$ cat config.mk
export PLATFORM = sky130hd
export DESIGN_NAME = pmem_arbiter
export DESIGN_NICKNAME = d
export VERILOG_FILES = /design/src/rtl/pmem_arbiter.sv
export SDC_FILE = /design/constraint.sdc
export NUM_CORES = 1
export LEC_CHECK = 0
export CORE_AREA = 2 2 318 320
export CTS_CLUSTER_SIZE = 20
export DETAILED_ROUTE_END_ITERATION = 7
export DIE_AREA = 0 0 320 322
export PLACE_DENSITY_LB_ADDON = 0.05
export SLEW_MARGIN = 10
export SYNTH_ARGS = -nofsm -noshare
export SYNTH_HDL_FRONTEND = slang
export SYNTH_SLANG_ARGS = --single-unit
$ cat constraint.sdc
create_clock -name clk -period 2.8 [get_ports clk]
set_clock_uncertainty 0.15 [all_clocks]
set_input_delay 0.28 -clock clk [delete_from_list [all_inputs] [get_ports clk]]
set_output_delay 0.28 -clock clk [all_outputs]
set_load 0.02 [all_outputs]
$ cat src/rtl/pmem_arbiter.sv
// pmem_arbiter: shares the single physical-memory port between the LC-3b
// instruction cache and data cache. One requester is granted from IDLE and
// its command is latched. The latched command drives memory until pmem_resp,
// and the response is routed back only to the granted cache.
// Optional build macro: PMEM_ARB_ROUND_ROBIN_EN. When it is defined, ties are
// broken by a 1-bit priority pointer. When it is undefined, the dcache wins
// every tie.
module pmem_arbiter #(
  parameter int ADDR_W = 16,
  parameter int LINE_W = 128
) (
  input  logic              clk,
  input  logic              rst_n,
  input  logic              i_pmem_read,
  input  logic              i_pmem_write,
  input  logic [ADDR_W-1:0] i_pmem_address,
  input  logic [LINE_W-1:0] i_pmem_wdata,
  output logic              i_pmem_resp,
  output logic [LINE_W-1:0] i_pmem_rdata,
  input  logic              d_pmem_read,
  input  logic              d_pmem_write,
  input  logic [ADDR_W-1:0] d_pmem_address,
  input  logic [LINE_W-1:0] d_pmem_wdata,
  output logic              d_pmem_resp,
  output logic [LINE_W-1:0] d_pmem_rdata,
  input  logic              pmem_resp,
  input  logic [LINE_W-1:0] pmem_rdata,
  output logic              pmem_read,
  output logic              pmem_write,
  output logic [ADDR_W-1:0] pmem_address,
  output logic [LINE_W-1:0] pmem_wdata,
  output logic              busy
);

  localparam logic [1:0] IDLE    = 2'b00;
  localparam logic [1:0] SERVE_I = 2'b01;
  localparam logic [1:0] SERVE_D = 2'b10;

  logic [1:0]        state_q;
  logic              cmd_read_p1;
  logic              cmd_write_p1;
  logic [ADDR_W-1:0] cmd_addr_p1;
  logic [LINE_W-1:0] cmd_wdata_p1;

  logic              req_i;
  logic              req_d;
  logic              grant_d;
  logic              win_write;
  logic [ADDR_W-1:0] win_addr;
  logic [LINE_W-1:0] win_wdata;

  assign req_i = i_pmem_read | i_pmem_write;
  assign req_d = d_pmem_read | d_pmem_write;

`ifdef PMEM_ARB_ROUND_ROBIN_EN
  // Set means the dcache is preferred on the next tie. Reset favours the icache.
  logic prio_d_q;

  assign grant_d = req_d & (~req_i | prio_d_q);

  // The pointer moves to the other requester whenever a grant is made.
  always_ff @(posedge clk) begin
    if (!rst_n) begin
      prio_d_q <= 1'b0;
    end else if (state_q == IDLE && (req_i | req_d)) begin
      prio_d_q <= ~grant_d;
    end
  end
`else
  assign grant_d = req_d;
`endif

  // Winner's command. Read and write together is treated as a write.
  assign win_write = grant_d ? d_pmem_write   : i_pmem_write;
  assign win_addr  = grant_d ? d_pmem_address : i_pmem_address;
  assign win_wdata = grant_d ? d_pmem_wdata   : i_pmem_wdata;

  // Grant from IDLE, latch the command, and hold it until memory responds.
  always_ff @(posedge clk) begin
    if (!rst_n) begin
      state_q      <= IDLE;
      cmd_read_p1  <= 1'b0;
      cmd_write_p1 <= 1'b0;
      cmd_addr_p1  <= '0;
      cmd_wdata_p1 <= '0;
    end else begin
      case (state_q)
        IDLE: begin
          if (req_i | req_d) begin
            state_q      <= grant_d ? SERVE_D : SERVE_I;
            cmd_write_p1 <= win_write;
            cmd_read_p1  <= ~win_write;
            cmd_addr_p1  <= win_addr;
            cmd_wdata_p1 <= win_wdata;
          end
        end
        SERVE_I, SERVE_D: begin
          if (pmem_resp) begin
            state_q      <= IDLE;
            cmd_read_p1  <= 1'b0;
            cmd_write_p1 <= 1'b0;
          end
        end
        default: begin
          state_q      <= IDLE;
          cmd_read_p1  <= 1'b0;
          cmd_write_p1 <= 1'b0;
        end
      endcase
    end
  end

  // --- stage 1: latched command to physical memory ---
  assign pmem_read    = cmd_read_p1;
  assign pmem_write   = cmd_write_p1;
  assign pmem_address = cmd_addr_p1;
  assign pmem_wdata   = cmd_wdata_p1;
  assign busy         = (state_q != IDLE);

  // Completion goes only to the current owner. A resp while IDLE is dropped.
  assign i_pmem_resp  = (state_q == SERVE_I) & pmem_resp;
  assign d_pmem_resp  = (state_q == SERVE_D) & pmem_resp;
  assign i_pmem_rdata = pmem_rdata;
  assign d_pmem_rdata = pmem_rdata;

endmodule

# [After elaboration in Yosys (flattened, before gate mapping)]
# Index checks and enable logic that the tools add are counted.
[word_totals] output_inout_bits=405 inputBits=423 regBits=148
[op_classes] muxes=12 eq_ne=4 n_bitwise=6 reduce_logical=5
[ops] operator="two-way mux 128 bit" n=1
[ops] operator="two-way mux 16 bit" n=1
[ops] operator="two-way mux 2 bit" n=3
[ops] operator="two-way mux 1 bit" n=4
[ops] operator="!= test 2 bit, second input constant" n=2
[ops] operator="case mux 1 bit (2 select lines)" n=2
[ops] operator="case mux 2 bit (2 select lines)" n=1
[ops] operator="AND reduction 2 bit" n=2
[ops] operator="OR 1 bit" n=3
[ops] operator="AND 1 bit" n=2
[ops] operator="== test 2 x 1 -> 1 bit, second input constant" n=1
[ops] operator="== test 2 bit, second input constant" n=1
[ops] operator="zero test 2 bit" n=1
[ops] operator="nonzero test 2 bit" n=1
[ops] operator="OR reduction 2 bit" n=1
[ops] operator="inverter 1 bit" n=1

# [Logic depth before layout (Yosys ltp)]
# Gate-level depths: netlist of run 1.
[logic_depth] ltp_word=5 depth_mapped=8

# [Least setup slack after synthesis of run 1]
# Ideal clock, no wire load.
[synth_path] path_kind="input to register" start="in d_pmem_write" end="reg cmd_wdata_p1[71], in the netlist pmem_wdata[71]" path_stages=7 required_time_ps=2582 path_buffers=4 arrival_ps=1584 path_slack_ps=998 setup_time_ps=68 path_cell_list="or4_1 buf_2 a21boi_2 buf_4 buf_6 buf_6 o2bb2ai_2"
[synth_via] elab_chain_cells=3 elab_cells_between_ends=4 cone_classes="1 x mux; 2 x bitwise; 1 x reduce/logical"
[synth_rtl] element="start: declaration" line_no="21" source="input logic d_pmem_write,"
[synth_rtl] element="OR 1 bit *" line_no="53" source="assign req_d = d_pmem_read | d_pmem_write;"
[synth_rtl] element="OR 1 bit" line_no="89" source="if (req_i | req_d) begin"
[synth_rtl] element="AND reduction 2 bit (no source line)"
[synth_rtl] element="end signal: assignment" line_no="94" source="cmd_wdata_p1 <= win_wdata;"
[synth_rtl] element="end: declaration" line_no="43" source="logic [LINE_W-1:0] cmd_wdata_p1;"
# Every way passes the cells marked *; elsewhere a longest branch is shown, timed or not.
# A chain may end at the register's enable or synchronous reset.

# [Final worst setup path of run 1]
[layout_path] start="reg state_q[1]" end="out busy"
[layout_via] elab_chain_cells=1
[layout_rtl] element="start: declaration" line_no="39" source="logic [1:0] state_q;"
[layout_rtl] element="start signal: assignment" line_no="90" source="state_q <= grant_d ? SERVE_D : SERVE_I;"
[layout_rtl] element="nonzero test 2 bit" line_no="118" source="assign busy = (state_q != IDLE);"
[layout_rtl] element="end: declaration" line_no="32" source="output logic busy"
# Every way passes these cells.

==> results of run 1 <==
-- logic make-up (layout without fill, tap and decap cells) --
logic type | after synthesis | count (layout)
fa+ha+maj | 3 | 3
mux | 144 | 144
flops | 148 | 148
compound gates | 153 | 153
other cells | 0 | 3
simple gates | 17 | 17
buf+inv | 309 | 509
-- cell usage in the layout (no fill, tap or decap), types with 2 or more instances in the layout --
cell type        synthesis  layout
dfxtp_1                148     148
o22ai_1                  2       2
nand2_1                  2       2
inv_6                    0       4
diode_2                  0       3
clkinv_4                 0       3
a21oi_1                  2       2
mux2i_1                144     144
inv_1                    3       3
buf_4                  258      17
buf_12                   0      14
clkbuf_16                0      17
nand3_1                  3       3
nor2b_1                  2       2
o2bb2ai_1              134     134
clkdlybuf4s50_1          0     443
o2bb2ai_2               10      10
bufinv_16                0       4
ha_1                     3       3
and2_1                   2       2
-- metrics by stage --
| step | util [%] | cells | setup slack [ns] | instance area (um^2) |
|---|---|---|---|---|
| CTS | 13.1 | 2272 | 0.0880 | 13100 |
| global route | 13.1 | 2272 | 0.0132 | 13100 |
| finish | 13.1 | 2275 | 0.207 | 13100 |
| global placement | 12.5 | 2240 | 0.216 | 12400 |
| detailed placement | 12.5 | 2240 | 0.190 | 12400 |
| floorplan | - | 774 | 0.998 | 8140 |
-- power breakdown --
group | internal [mW] | leakage, nW | switching, mW
Clock | 1.53 | 0.309 | 1.17
Sequential | 2.42 | 1.23 | 0.174
Combinational | 1.23 | 2.75 | 1.28
Total | 5.19 | 4.29 | 2.63
-- registers in the layout, summed over array words and instances, names as in the netlist --
| signal | count |
|---|---|
| pmem_address | 16 |
| pmem_read | 1 |
| pmem_wdata | 128 |
| pmem_write | 1 |
| state_q | 2 |
-- worst max-delay path, stage by stage (launching register included) --
cell	delay [ns]
dfxtp_1	0.37
inv_1	0.09
ha_1	0.34
inv_1	0.20
clkdlybuf4s50_1	0.68
-- Yosys cell counts, drive strengths merged --
| master | number |
|---|---|
| o211ai | 1 |
| buf | 290 |
| nand3 | 4 |
| o2bb2ai | 144 |
| or2 | 1 |
| nor2b | 2 |
| clkbuf | 16 |
| o22ai | 2 |
| dfxtp | 148 |
| nand2 | 2 |
| a31o | 1 |
| and2 | 2 |
| nor2 | 1 |
| mux2i | 144 |
| nor3 | 1 |
| a21oi | 2 |
| nor3b | 1 |
| nor4 | 1 |
| inv | 3 |
| o21a | 1 |
| nand2b | 1 |
| or4 | 1 |
| o2111ai | 1 |
| a21boi | 1 |
| ha | 3 |
-- worst paths after layout --
path,from,end,cells after the start
setup / recovery,state_q[1]$_SDFFE_PN0P_,busy,4
hold / removal,d_pmem_wdata[104],pmem_wdata[104]$_SDFFE_PN0P_,3
setup reg to reg,state_q[1]$_SDFFE_PN0P_,pmem_wdata[51]$_SDFFE_PN0P_,6
hold reg to reg,pmem_wdata[3]$_SDFFE_PN0P_,pmem_wdata[3]$_SDFFE_PN0P_,1
-- per-layer routing --
layer,wire (um),up-vias,GRT usage [%]
met3,6760,127,5.99
met2,25400,469,16.8
li1,-,2892,-
met4,1910,24,4.49
met1,16200,2857,8.58
met5,145,-,0
-- cell type report --
cell class / count / area [um^2] / share of cell area (%)
Timing Repair Buffer: 474 / 4840 / 37.0
Multi-Input combinational cell: 317 / 2990 / 22.9
Sequential cell: 148 / 2960 / 22.7
Tap cell: 1298 / 1620 / 12.4
Clock buffer: 19 / 443 / 3.39
Clock inverter: 13 / 194 / 1.48
Inverter: 3 / 11.3 / 0.0861
Antenna cell: 3 / 7.51 / 0.0574
==> results.yml, run 1 <==
global_routing:
  grt_max_degree: 41
  grt_pass1_vias: 7101
  grt_use_total_pct: 9.53
  grt_first_pass_wirelength_um: 65400
  grt-ovfl-total: 0
  antenna_found_initial: 15
cells_and_area:
  synthToLayoutAreaGrowth_pct: 60.7
  drive_above_1_share_pct: 7.91
  fillers: 11200
  final_nets: 1387
placed_design:
  dp_hpwl_um: 41500
  port_buffers: 443
  gp_congestion: 0.656
setup_path:
  cp.required_ns: 2.37
  worst-path-max-fanout: 8
  cp-end-kind: "output pin"
  worstPathArrival_ns: 2.16
  start_kind: "flip-flop"
  r2r_slack_ns: 0.92
  critical_path_class: "flip-flop to output pin"
synthesis:
  ys_seq_elements: 148
  synth_cell_types: 30
  synth_compound_area_share_pct: 17.1
  avgSynthCellArea_um2: 10.5
  synth-xor-area-share_pct: 0
  synth_warnings: 0
  synth_top_area_share_pct: 36.4
  syn-num-nets: 1200
  synthCells: 774
  synth.cell_area_um2: 8140
  yosys.area_share.simple_pct: 1.23
  synth_area_leader_cell: "dfxtp_1"
  synth.area.mux_share_pct: 17.7
  synth_top_family_by_area: "buffers and inverters"
  synthAdderAreaFrac_pct: 0.461
  synth_seq_area_share_pct: 36.4
  yosys-top-cells-area: "dfxtp_1 (36%), buf_4 (24%), mux2i_1 (18%)"
timing:
  finalSetupViolCount: 0
  worst_pin_slew_ns: 0.640
  hold_ws_ns: 0.270
  rsz0062_at_grt: "no"
  slew_viol_final: 0
  hold_viol: 0
  slew_headroom_pct: 57.2
  fmax_mhz: 386
  fin_crit_sh_pct: 92.6
  fin_setup_tns_ns: 0
  layout_min_cycle_time_ns: 2.59
routing:
  ant_nets: 0
  drc: 0
  vias: 6369
  initialDrtViolationCount: 150
  drt-vias-per-instance: 2.80
  drt-total-wl_um: 50400
  wl_per_cell_um: 22.2
  dr.pass1.iters: 4
clocking:
  clock_path_buffers: 2
  cts_resized: 0
  root_buffer: "clkbuf_16"
  cts_sinks: 148
  clock_latency_ns: 0.48
  h-tree-depth: 4
  clk_pin_slew_ns: 0.07
  cts_tree: "yes"
  cts_inserted_buffers: 17
  hold_buffers: 0
  postCtsSetupRepairBufs: 0
die:
  rows: 116
  die-area_um2: 103000
  dieWidth_um: 320
  start_util_pct: 8.17
  core-area_um2: 99600
  ios: 828
  die_h_um: 322
worst_hold_path:
  hp-class: "input pin to flip-flop"
outcome:
  status: "finished clean"
flow_run:
  drv_cap: 0
pwr:
  powerDensity_nw_per_um2: 597
  power.total_mw: 7.81
  peakVddDrop_mv: 0.466
  p_leak_nw: 4.29
No activity file was read; power rests on OpenSTA's default activity.
==> run 2, diff against run 1 <==
--- a/config.mk
+++ b/config.mk
@@ -5,10 +5,12 @@
 export SDC_FILE = /design/constraint.sdc
 export NUM_CORES = 1
 export LEC_CHECK = 0
-export CORE_AREA = 2 2 318 320
+export CELL_PAD_IN_SITES_DETAIL_PLACEMENT = 1
+export CELL_PAD_IN_SITES_GLOBAL_PLACEMENT = 1
+export CORE_AREA = 2 2 319 321
 export CTS_CLUSTER_SIZE = 20
 export DETAILED_ROUTE_END_ITERATION = 7
-export DIE_AREA = 0 0 320 322
+export DIE_AREA = 0 0 321 323
 export PLACE_DENSITY_LB_ADDON = 0.05
 export SLEW_MARGIN = 10
 export SYNTH_ARGS = -nofsm -noshare
==> results.yml, run 2 (synthesized netlist as in run 1, its figures left out) <==
pwr:
  p_leak_nw: 4.27
  powerDensity_nw_per_um2: 592
  power.total_mw: 7.72
  peakVddDrop_mv: 0.495
setup_path:
  worstPathArrival_ns: 2.02
  r2r_cells: 7
  cpMostUsedCell: "inv_1"
  cp.required_ns: 2.37
  cpPeakStageDelay_ns: 0.72
  cp-end-kind: "output pin"
  start_kind: "flip-flop"
  crit_chain: "inv_1, ha_1, inv_1, clkdlybuf4s50_1"
  crit_path_top_delay_cell: "clkdlybuf4s50_1"
  critical_path_class: "flip-flop to output pin"
  worst-path-max-fanout: 3
timing:
  worst_pin_slew_ns: 0.598
  slew_viol_final: 0
  hold_ws_ns: 0.257
  finalSetupViolCount: 0
  layout_min_cycle_time_ns: 2.45
  fmax_mhz: 408
  hold_viol: 0
  fin_setup_tns_ns: 0
  fin_crit_sh_pct: 87.6
  slew_headroom_pct: 60.0
  rsz0062_at_grt: "no"
clocking:
  clock_latency_ns: 0.49
  clock_path_buffers: 2
  cts_sinks: 148
  postCtsSetupRepairBufs: 0
  cts_resized: 0
  cts_tree: "yes"
  hold_buffers: 0
  h-tree-depth: 4
  root_buffer: "clkbuf_16"
  clk_pin_slew_ns: 0.08
  cts_inserted_buffers: 17
cells_and_area:
  final_nets: 1386
  synthToLayoutAreaGrowth_pct: 60.4
  area.sequential_um2: 2960
  fillers: 11600
  design_area_um2: 13000
  mostFrequentLayoutCells: "clkdlybuf4s50_1 (443), dfxtp_1 (148), mux2i_1 (144)"
  instances_no_fill: 2282
  final_common_cell: "clkdlybuf4s50_1"
  multiInputGateArea_um2: 2990
  drive_above_1_share_pct: 7.81
  insertedDiodeCount: 0
  largest_reg_flops: 128
die:
  die_h_um: 323
  dieWidth_um: 321
  rows: 117
  die-area_um2: 104000
  ios: 828
  start_util_pct: 8.08
  core-area_um2: 101000
outcome:
  status: "finished clean"
routing:
  initialDrtViolationCount: 114
  wl_per_cell_um: 20.7
  drt-vias-per-instance: 2.76
  drc: 0
  met3WireLength_um: 5930
  route.met2.wl_um: 23300
  drt-total-wl_um: 47200
  ant_nets: 0
  dr.pass1.iters: 4
  met1_length_um: 16000
  routed.top_layer: "met5"
  vias: 6308
placed_design:
  port_buffers: 443
  gp_congestion: 0.653
  dp_hpwl_um: 37900
  placed_cell_area_um2: 12400
  post-place-cells: 2250
global_routing:
  grt-ovfl-total: 0
  grt_first_pass_wirelength_um: 62000
  grt_pass1_vias: 7119
  grt_max_degree: 64
  grt_use_total_pct: 8.97
  antenna_found_initial: 10
worst_hold_path:
  hp-class: "input pin to flip-flop"
  hold_depth: 3
flow_run:
  drv_cap: 0
run 2: cell types whose count changed in the layout (fill, tap and decap cells not counted):
cell       delta
bufinv_16     -1
clkbuf_8      +1
clkinv_2      +3
inv_6         -3
buf_4         -1
diode_2       -3
run 2: report_power, final:
group          internal (mW)  switching, mW  total (mW)
Clock                   1.45           1.14        2.59
Sequential              2.42          0.179        2.60
Combinational           1.23           1.30        2.53
run 2: per-layer routing:
layer / vias to the layer above / GRT usage (%)
li1: 2889 / -
met1: 2859 / 8.45
met2: 399 / 15.1
met3: 139 / 5.69
met4: 22 / 4.31
met5: - / 0.694
run 2: final timing paths:
kind / start / end / slack (ns)
setup / recovery: state_q[1]$_SDFFE_PN0P_ / busy / 0.35
hold / removal: d_pmem_wdata[103] / pmem_wdata[103]$_SDFFE_PN0P_ / 0.26
setup reg to reg: state_q[1]$_SDFFE_PN0P_ / pmem_wdata[16]$_SDFFE_PN0P_ / 0.96
hold reg to reg: pmem_wdata[116]$_SDFFE_PN0P_ / pmem_wdata[116]$_SDFFE_PN0P_ / 0.31
run 2: through the flow:
| step | utilization, % | worst slack [ns] |
|---|---|---|
| floorplan | - | 0.998 |
| global placement | 12.3 | 0.242 |
| detailed placement | 12.3 | 0.210 |
| CTS | 13.0 | 0.245 |
| global route | 13.0 | 0.205 |
| finish | 13.0 | 0.348 |
run 2: area by class of cell:
type | count | area share (%)
flip-flops and latches | 148 | 22.7
repair buffers | 473 | 37.1
multi-input cells | 317 | 22.9
clock inverters | 12 | 1.17
well taps | 1309 | 12.6
inverters | 3 | 0.0863
clock buffers | 20 | 3.50
run 2: critical path, delay by kind of cell (launching register included):
kind       cells  cell delay [ns]
buf+inv        3             0.94
fa+ha+maj      1             0.21
flops          1             0.37
